--- src/rtl/udp_sweep_ctrl.sv ---
// -----------------------------------------------------------------------------
// udp_sweep_ctrl
//
// Exhaustive truth-table sweeper for a 4-input function whose output reaches
// us through a shared tri-state buffer. Each sweep walks a 5-bit step index
// idx from 0 to 31:
//   - phase 0 (idx[4] = 0): buffer released. The weak pull-down should read 0.
//     A 1 means something else is driving the net, and float_err is flagged.
//   - phase 1 (idx[4] = 1): buffer enabled. f_in is captured into
//     result[idx[3:0]].
// Every step is DRIVE, then SETTLE_CYCLES cycles of SETTLE, then SAMPLE.
//
// Parameters
//   SETTLE_CYCLES : wait cycles between driving a vector and sampling (0..15)
//   EXPECTED      : golden truth table, bit i = expected f for x = i
//
// Ports
//   clk          : clock, rising edge
//   rst          : synchronous active-high reset
//   start        : one-cycle sweep request (ignored unless idle)
//   abort        : cancel a running sweep
//   f_in         : function output read back from the shared net
//   x_out[3:0]   : function inputs (x_out[3] = a ... x_out[0] = d)
//   en_out       : tri-state buffer enable
//   busy         : high while a sweep runs
//   done         : one-cycle pulse at sweep completion
//   result[15:0] : captured truth table
//   float_err    : net read 1 while the buffer was released (sticky)
//
// Optional build macro UDP_SWEEP_COMPARE_EN adds:
//   pass         : registered in DONE, no mismatches and no float error
//   mismatch_cnt : phase-1 samples differing from EXPECTED, saturates at 16
// -----------------------------------------------------------------------------
module udp_sweep_ctrl #(
    parameter int unsigned SETTLE_CYCLES = 2,
    parameter logic [15:0] EXPECTED      = 16'h55F2
) (
    input  logic        clk,
    input  logic        rst,
    input  logic        start,
    input  logic        abort,
    input  logic        f_in,
    output logic [3:0]  x_out,
    output logic        en_out,
    output logic        busy,
    output logic        done,
    output logic [15:0] result,
    output logic        float_err
`ifdef UDP_SWEEP_COMPARE_EN
    ,
    output logic        pass,
    output logic [4:0]  mismatch_cnt
`endif
);

    typedef enum logic [2:0] {
        IDLE   = 3'd0,
        DRIVE  = 3'd1,
        SETTLE = 3'd2,
        SAMPLE = 3'd3,
        DONE   = 3'd4
    } state_t;

    localparam logic [3:0] SETTLE_LOAD = 4'(SETTLE_CYCLES);
    localparam logic       HAS_SETTLE  = (SETTLE_CYCLES != 32'd0);
    localparam logic [4:0] LAST_IDX    = 5'd31;

    state_t      state_r;
    state_t      state_s;
    logic [4:0]  idx_r;
    logic [3:0]  settle_cnt_r;
    logic        accept_s;
    logic [4:0]  idx_inc_s;

    assign idx_inc_s = idx_r + 5'd1;

    // State register.
    always_ff @(posedge clk) begin
        if (rst) begin
            state_r <= IDLE;
        end else begin
            state_r <= state_s;
        end
    end

    // Next-state logic. Abort wins over every other transition out of a busy state.
    always_comb begin
        state_s  = state_r;
        accept_s = 1'b0;
        case (state_r)
            IDLE: begin
                if (start && !abort) begin
                    state_s  = DRIVE;
                    accept_s = 1'b1;
                end else begin
                    state_s  = IDLE;
                end
            end
            DRIVE: begin
                if (abort) begin
                    state_s = IDLE;
                end else if (HAS_SETTLE) begin
                    state_s = SETTLE;
                end else begin
                    state_s = SAMPLE;
                end
            end
            SETTLE: begin
                // The counter is loaded with SETTLE_CYCLES in DRIVE. Leaving at 1 gives
                // exactly SETTLE_CYCLES cycles here.
                if (abort) begin
                    state_s = IDLE;
                end else if (settle_cnt_r <= 4'd1) begin
                    state_s = SAMPLE;
                end else begin
                    state_s = SETTLE;
                end
            end
            SAMPLE: begin
                if (abort) begin
                    state_s = IDLE;
                end else if (idx_r == LAST_IDX) begin
                    state_s = DONE;
                end else begin
                    state_s = DRIVE;
                end
            end
            DONE: begin
                state_s = IDLE;
            end
            default: begin
                state_s = IDLE;
            end
        endcase
    end

    // Step index, settle counter, drive outputs, status flags and captured table.
    // x_out/en_out are loaded on the edge that enters DRIVE, so they equal idx
    // for the whole step.
    always_ff @(posedge clk) begin
        if (rst) begin
            idx_r        <= 5'd0;
            settle_cnt_r <= 4'd0;
            x_out        <= 4'd0;
            en_out       <= 1'b0;
            busy         <= 1'b0;
            done         <= 1'b0;
            result       <= 16'd0;
            float_err    <= 1'b0;
        end else begin
            done <= 1'b0;
            if (state_r == IDLE) begin
                if (accept_s) begin
                    idx_r     <= 5'd0;
                    x_out     <= 4'd0;
                    en_out    <= 1'b0;
                    busy      <= 1'b1;
                    result    <= 16'd0;
                    float_err <= 1'b0;
                end
            end else if (state_r == DONE) begin
                busy <= 1'b0;
            end else if (abort) begin
                // Drop the net and return to idle. Partial results are kept.
                x_out  <= 4'd0;
                en_out <= 1'b0;
                busy   <= 1'b0;
            end else begin
                case (state_r)
                    DRIVE: begin
                        settle_cnt_r <= SETTLE_LOAD;
                    end
                    SETTLE: begin
                        settle_cnt_r <= settle_cnt_r - 4'd1;
                    end
                    SAMPLE: begin
                        if (idx_r[4]) begin
                            result[idx_r[3:0]] <= f_in;
                        end else if (f_in) begin
                            float_err <= 1'b1;
                        end
                        if (idx_r == LAST_IDX) begin
                            x_out  <= 4'd0;
                            en_out <= 1'b0;
                            busy   <= 1'b0;
                            done   <= 1'b1;
                        end else begin
                            idx_r           <= idx_inc_s;
                            {en_out, x_out} <= idx_inc_s;
                        end
                    end
                    default: begin
                        settle_cnt_r <= settle_cnt_r;
                    end
                endcase
            end
        end
    end

`ifdef UDP_SWEEP_COMPARE_EN
    // Golden-table comparison. mismatch_cnt counts phase-1 disagreements, and pass
    // is latched once the sweep reaches DONE.
    always_ff @(posedge clk) begin
        if (rst) begin
            mismatch_cnt <= 5'd0;
            pass         <= 1'b0;
        end else if (accept_s) begin
            mismatch_cnt <= 5'd0;
            pass         <= 1'b0;
        end else begin
            if ((state_r == SAMPLE) && !abort && idx_r[4] &&
                (f_in != EXPECTED[idx_r[3:0]]) && (mismatch_cnt < 5'd16)) begin
                mismatch_cnt <= mismatch_cnt + 5'd1;
            end
            if (state_r == DONE) begin
                pass <= (mismatch_cnt == 5'd0) && !float_err;
            end
        end
    end
`else
    // EXPECTED only feeds the comparison logic. It is folded into an unused net
    // here so that the default build carries no dangling parameter.
    logic unused_expected_s;
    assign unused_expected_s = ^EXPECTED;
`endif

endmodule
--- config.mk ---
export PLATFORM = sky130hd
export DESIGN_NAME = udp_sweep_ctrl
export DESIGN_NICKNAME = d
export VERILOG_FILES = /design/src/rtl/udp_sweep_ctrl.sv
export SDC_FILE = /design/constraint.sdc
export NUM_CORES = 1
export LEC_CHECK = 0
export CORE_ASPECT_RATIO = 0.8
export CORE_MARGIN = 4
export CORE_UTILIZATION = 30
export CTS_BUF_LIST = sky130_fd_sc_hd__clkbuf_2
export DETAILED_ROUTE_END_ITERATION = 8
export GPL_ROUTABILITY_DRIVEN = 0
export PLACE_DENSITY = 0.47
export SETUP_SLACK_MARGIN = 0.1
export SLEW_MARGIN = 0
export SYNTH_ARGS = -nofsm -noshare
export SYNTH_HDL_FRONTEND = slang
export SYNTH_SLANG_ARGS = --single-unit
--- constraint.sdc ---
create_clock -name clk -period 5 [get_ports clk]
set_clock_uncertainty 0.2 [all_clocks]
set_input_delay 0.75 -clock clk [delete_from_list [all_inputs] [get_ports clk]]
set_output_delay 0.75 -clock clk [all_outputs]
set_load 0.005 [all_outputs]
==> results of run 1 <==
layer usage:
metal | GRT usage, % | part of all wire [%]
met3 | 3.35 | 3.6
met1 | 19.5 | 55
met5 | 0 | 0
met4 | 4.91 | 1.2
met2 | 19.0 | 41
stage by stage:
stage                     utilization (%)  power [W]
after CTS                            36.3   0.000496
after global routing                 36.3   0.000515
after detailed placement             35.7   0.000356
final                                36.3   0.000490
after global placement               35.7   0.000356
after floorplan                         -   0.000343
state kept, by name, summed over array words and instances (netlist names):
name / flops
done: 1
result: 16
settle_cnt_r: 4
state_r: 3
en_out: 1
x_out: 4
float_err: 1
busy: 1
idx_r: 5
synthesized netlist by cell type, types with 2 or more instances:
cell type	instances
nand2_1	21
buf_2	6
and3_1	4
a211oi_1	2
nand3_1	10
dfxtp_1	36
nor2_1	13
and2_1	2
nor2b_1	8
ha_1	8
o21ai_1	4
a2111oi_4	3
buf_6	3
a22o_1	2
o21ai_0	20
buf_1	3
nor3_1	7
o21a_1	2
nand2b_1	2
a21o_1	2
inv_1	8
o41ai_1	2
a21oi_1	48
clkbuf_1	8
or3b_1	2
o211ai_1	4
report_power, final:
part           switching, W  internal [W]
clock network      0.000102     0.0000374
registers        0.00000534      0.000290
logic             0.0000353     0.0000195
total              0.000143      0.000347
area by class of cell:
cell class	instances	share of cell area, %
inverter	8	1.29
clock inverter	1	0.162
tap	84	4.52
timing repair buffer	29	12.4
sequential	36	31.0
multi-input combinational	184	49.1
clock buffer	7	1.51
cells in the final DEF, fill, tap and decap left out, types with 2 or more instances in the layout:
cell and count:
a2111oi_4 3, a211oi_1 2, a21o_1 2, a21oi_1 48
a22o_1 2, and2_1 2, and3_1 4, clkbuf_2 7
clkdlybuf4s50_1 28, dfxtp_1 36, ha_1 8, inv_1 8
nand2_1 21, nand2b_1 2, nand3_1 10, nor2_1 13
nor2b_1 8, nor3_1 7, o211ai_1 4, o21a_1 2
o21ai_0 20, o21ai_1 4, o41ai_1 2, or3b_1 2
cells by family (layout without fill, tap and decap cells):
group | after synthesis | in the layout | share of synthesized area, %
AO/OA/AOI/OAI | 95 | 95 | 30.5
AND/OR/NAND/NOR | 79 | 79 | 20.8
flip-flops | 36 | 36 | 36.1
buffers and inverters | 28 | 45 | 6.77
adder cells (fa/ha/maj) | 8 | 8 | 5.01
XOR/XNOR | 2 | 2 | 0.877
critical path, cell delays in order, from the launching register on:
cell     delay, ns
dfxtp_1       0.58
nor3_4        1.03
a22oi_2       0.26
a211o_1       0.37
a21oi_1       0.13
worst min path at each step:
stage | to | slack (ns) | depth (start not counted)
4_1_cts | x_out[2] | 0.28 | 2
2_1_floorplan | x_out[3] | 0.26 | 2
3_3_place_gp | en_out | 0.26 | 2
3_5_place_dp | x_out[3] | 0.26 | 2
6_report | en_out | 0.28 | 2
5_1_grt | result[4] | 0.31 | 2
==> reports/results.ini, run 1 <==
[global_route]
grt_max_degree = 28
grt_pass1_vias = 1677
grt_usage_pct = 13.4
antenna_found_initial = 0
grt_overflow = 0
grt_first_pass_wirelength_um = 8590

[synthesis]
synth_edf_count = 0
yosys_warnings = 0
synth_area_leaders = dfxtp_1, a21oi_1, ha_1
ys.flop_type = dfxtp_1
synth_top_area_cell = dfxtp_1
synth_seq_area_share_pct = 36.1
postSynthCellCount = 248
synthesis.nets = 261
synth-seq-cells = 36
syn_area_um2 = 2000
avgSynthCellArea_um2 = 8.05
yosys.area.top_type_share_pct = 36.1
synth_cell_types = 44
ys_async_sr_fraction_pct = 0

[clock_network]
cts-root-buf = clkbuf_2
cts_max_level = 2
cts_resized = 0
clk_latency_ns = 0.39
clk_path_buf_depth = 2
cts_tree = built
cts_setup_buffers = 0
cts_sinks = 36
ctsHoldBuffers = 0
path_clk_slew_ns = 0.19
numCtsBuffers = 5

[sta]
rsz0062_at_grt = no
finalCritPeriodShare_pct = 53.1
fin_ws_ns = 2.35
worstMarginPinSlew_ns = 1.17
hold_violations = 0
max_slew_margin_pct = 21.9
hold_ws_ns = 0.280
max_freq_mhz = 377
min_period_ns = 2.65
finalSetupTns_ns = 0
finalSetupViolations = 0
slew_viol_final = 0

[floorplanning]
start_util_pct = 31.2
io_pins = 29
die_area_um2 = 8030
fp.dieH_um = 81.0
core_um2 = 6410
rows = 26
fp.dieW_um = 99.2

[power_and_ir_drop]
p_leak_nw = 0.775
power_density_nw_per_um2 = 211
peakVddDrop_v = 0.000132

[final_layout]
fillCellCount = 659
layout-drive-gt1-share_pct = 5.66
diodes = 0
multiInputGateArea_um2 = 1140
area_growth_pct = 16.4
fin_cells = 349
nets = 277
regArea_um2 = 721
fin_area_um2 = 2320

[routing]
antenna_left = 0
wl_um = 5270
drt_iter0_drc = 103
firstDrtPassIters = 5
vias = 1786
route.detailed.drc = 0
drt-vias-per-instance = 5.12
avgRoutedWirePerCell_um = 15.1

[flow_run]
cap_violations = 0

[worst_setup_path]
worstSetupStartpointType = register
arrival_ns = 2.78
rrSetupSlack_ns = 2.35
cp_max_fo = 27
endpoint = x_out[3]
reg2reg_to = x_out[3]
required_ns = 5.12
r2r_start = state_r[1]
reg2regPathDepth = 4
criticalPathCategory = reg -> reg
crit_start = state_r[1]
cp-end-kind = register

[placed_design]
post_dp_cell_area_um2 = 2280
dp_cells = 341
io_buffers = 28
pre_cts_ws_ns = 2.02
dp_hpwl_um = 3640

[status]
status = finished, final reports clean

[min_path]
hold_class = reg -> reg
hp-start = en_out

Note: power is estimated with default switching activity, not from simulation.
==> run 2, diff against run 1 <==
- clock period: 5 -> 2.78 ns (I/O delays scaled with it)
==> run 2 against run 1 <==
Against the previous run:
- non-clock buffer count is 10 higher
- total power is 81% higher
- die area stayed put
- final area is 3.2% higher
- first-iteration DRC count is 7.8% lower
- final cell count is 2.9% higher
- fmax is 19% higher
- sequential share of layout area is 0.97 points lower
- global-route usage is 0.68 points higher
- routed wire length is 1.9% higher
==> reports/results.ini, run 2 (synthesis gave the netlist of run 1 again) <==
[global_route]
grt_first_pass_wirelength_um = 9070
grt_pass1_vias = 1756
grt_usage_pct = 14.1
grt_max_degree = 23
grt_overflow = 0
antenna_found_initial = 0

[floorplanning]
fp.dieH_um = 81.0
fp.dieW_um = 99.2
start_util_pct = 31.2
die_area_um2 = 8030
io_pins = 29
core_um2 = 6410
rows = 26

[clock_network]
numCtsBuffers = 5
cts_sinks = 36
path_clk_slew_ns = 0.17
cts_tree = built
cts_resized = 0
ctsHoldBuffers = 0
clk_latency_ns = 0.39
clk_path_buf_depth = 2
cts_max_level = 2
cts_setup_buffers = 0
cts-root-buf = clkbuf_2

[worst_setup_path]
cp_common_cell = ha_1
arrival_ns = 2.35
required_ns = 2.90
worstPathCellList = ha_1 -> and3_1 -> ha_1 -> nor2_1 -> or4b_1 -> a211o_1 -> a21oi_1
cp-end-kind = register
slowest_delay_ns = 0.43
cp_slowest_cell = or4b_1
crit_family = simple AND/OR/NAND/NOR gates
crit_start = idx_r[0]
criticalPathCategory = reg -> reg
worstSetupStartpointType = register
crit_buf_inv = 0
r2r_start = idx_r[0]
cp_max_fo = 7

[power_and_ir_drop]
p_leak_nw = 0.826
peakVddDrop_v = 0.000115
power_density_nw_per_um2 = 369

[min_path]
hp-start = x_out[0]
hold_class = reg -> reg

[sta]
finalSetupViolations = 0
max_slew_margin_pct = 55.9
hold_ws_ns = 0.278
finalCritPeriodShare_pct = 80.1
hold_violations = 0
min_period_ns = 2.23
finalSetupTns_ns = 0
slew_viol_final = 0
worstMarginPinSlew_ns = 0.660
rsz0062_at_grt = no
max_freq_mhz = 449

[final_layout]
diodes = 0
largest_register_ffs = 16
final_common_cell = a21oi_1
final_util_pct = 37.4
top_regs = result: 16 flops, idx_r: 5 flops
fin_cells = 359
nets = 287
top_register = result
layout_common_cells = a21oi_1, dfxtp_1, clkdlybuf4s50_1
layout-drive-gt1-share_pct = 9.09
area_growth_pct = 20.1

[status]
status = finished, final reports clean

[placed_design]
io_buffers = 28
dp_hpwl_um = 3770
dp_cells = 351

[routing]
drt-vias-per-instance = 5.09
vias = 1829
wl_um = 5380
avgRoutedWirePerCell_um = 15.0
firstDrtPassIters = 5
route.detailed.drc = 0
drt_iter0_drc = 95
antenna_left = 0

[flow_run]
cap_violations = 0

[run 2: cell count changes in the layout (fill, tap and decap cells not counted), sizes merged]
cell / before / now
buf: 1 / 11
[run 2: final timing paths]
kind | endpoint | slack, ns | cells after the start
worst max-delay path | x_out[3] | 0.55 | 7
worst max register to register | x_out[3] | 0.55 | 7
worst min register to register | x_out[0] | 0.28 | 2
worst min-delay path | x_out[0] | 0.28 | 2
[run 2: layer usage]
| layer | up-vias | GRT usage [%] | routed length [um] |
|---|---|---|---|
| li1 | 937 | - | - |
| met1 | 856 | 21.0 | 2890 |
| met2 | 34 | 20.1 | 2230 |
| met3 | 2 | 3.00 | 227 |
| met4 | 0 | 4.50 | 30 |
| met5 | - | 0 | 0 |
[run 2: worst register-to-register path, cell delays in order (launching register included)]
cell and delay [ns]:
dfxtp_1 0.41, ha_1 0.23, and3_1 0.24, ha_1 0.22
nor2_1 0.08, or4b_1 0.43, a211o_1 0.23, a21oi_1 0.14
[run 2: power breakdown]
part / leakage (nW) / total [W] / switching, W / internal [W]
clock network: 0.0306 / 0.000249 / 0.000182 / 0.0000674
registers: 0.290 / 0.000527 / 0.00000563 / 0.000521
logic: 0.505 / 0.000110 / 0.0000692 / 0.0000408
[run 2: layout make-up]
class / instances / area [um2]
Fill cell: 672 / 4010
Multi-Input combinational cell: 184 / 1140
Inverter: 8 / 30.0
Clock buffer: 7 / 35.0
Clock inverter: 1 / 3.75
Timing Repair Buffer: 39 / 363
Tap cell: 84 / 105
Sequential cell: 36 / 721
[run 2: per-stage QoR]
stage	power (W)	area, um2	worst slack, ns
2_1_floorplan	0.000617	2000	0.520
3_3_place_gp	0.000649	2360	0.228
3_5_place_dp	0.000648	2360	0.236
4_1_cts	0.000901	2400	0.528
5_1_grt	0.000930	2400	0.412
6_report	0.000886	2400	0.553
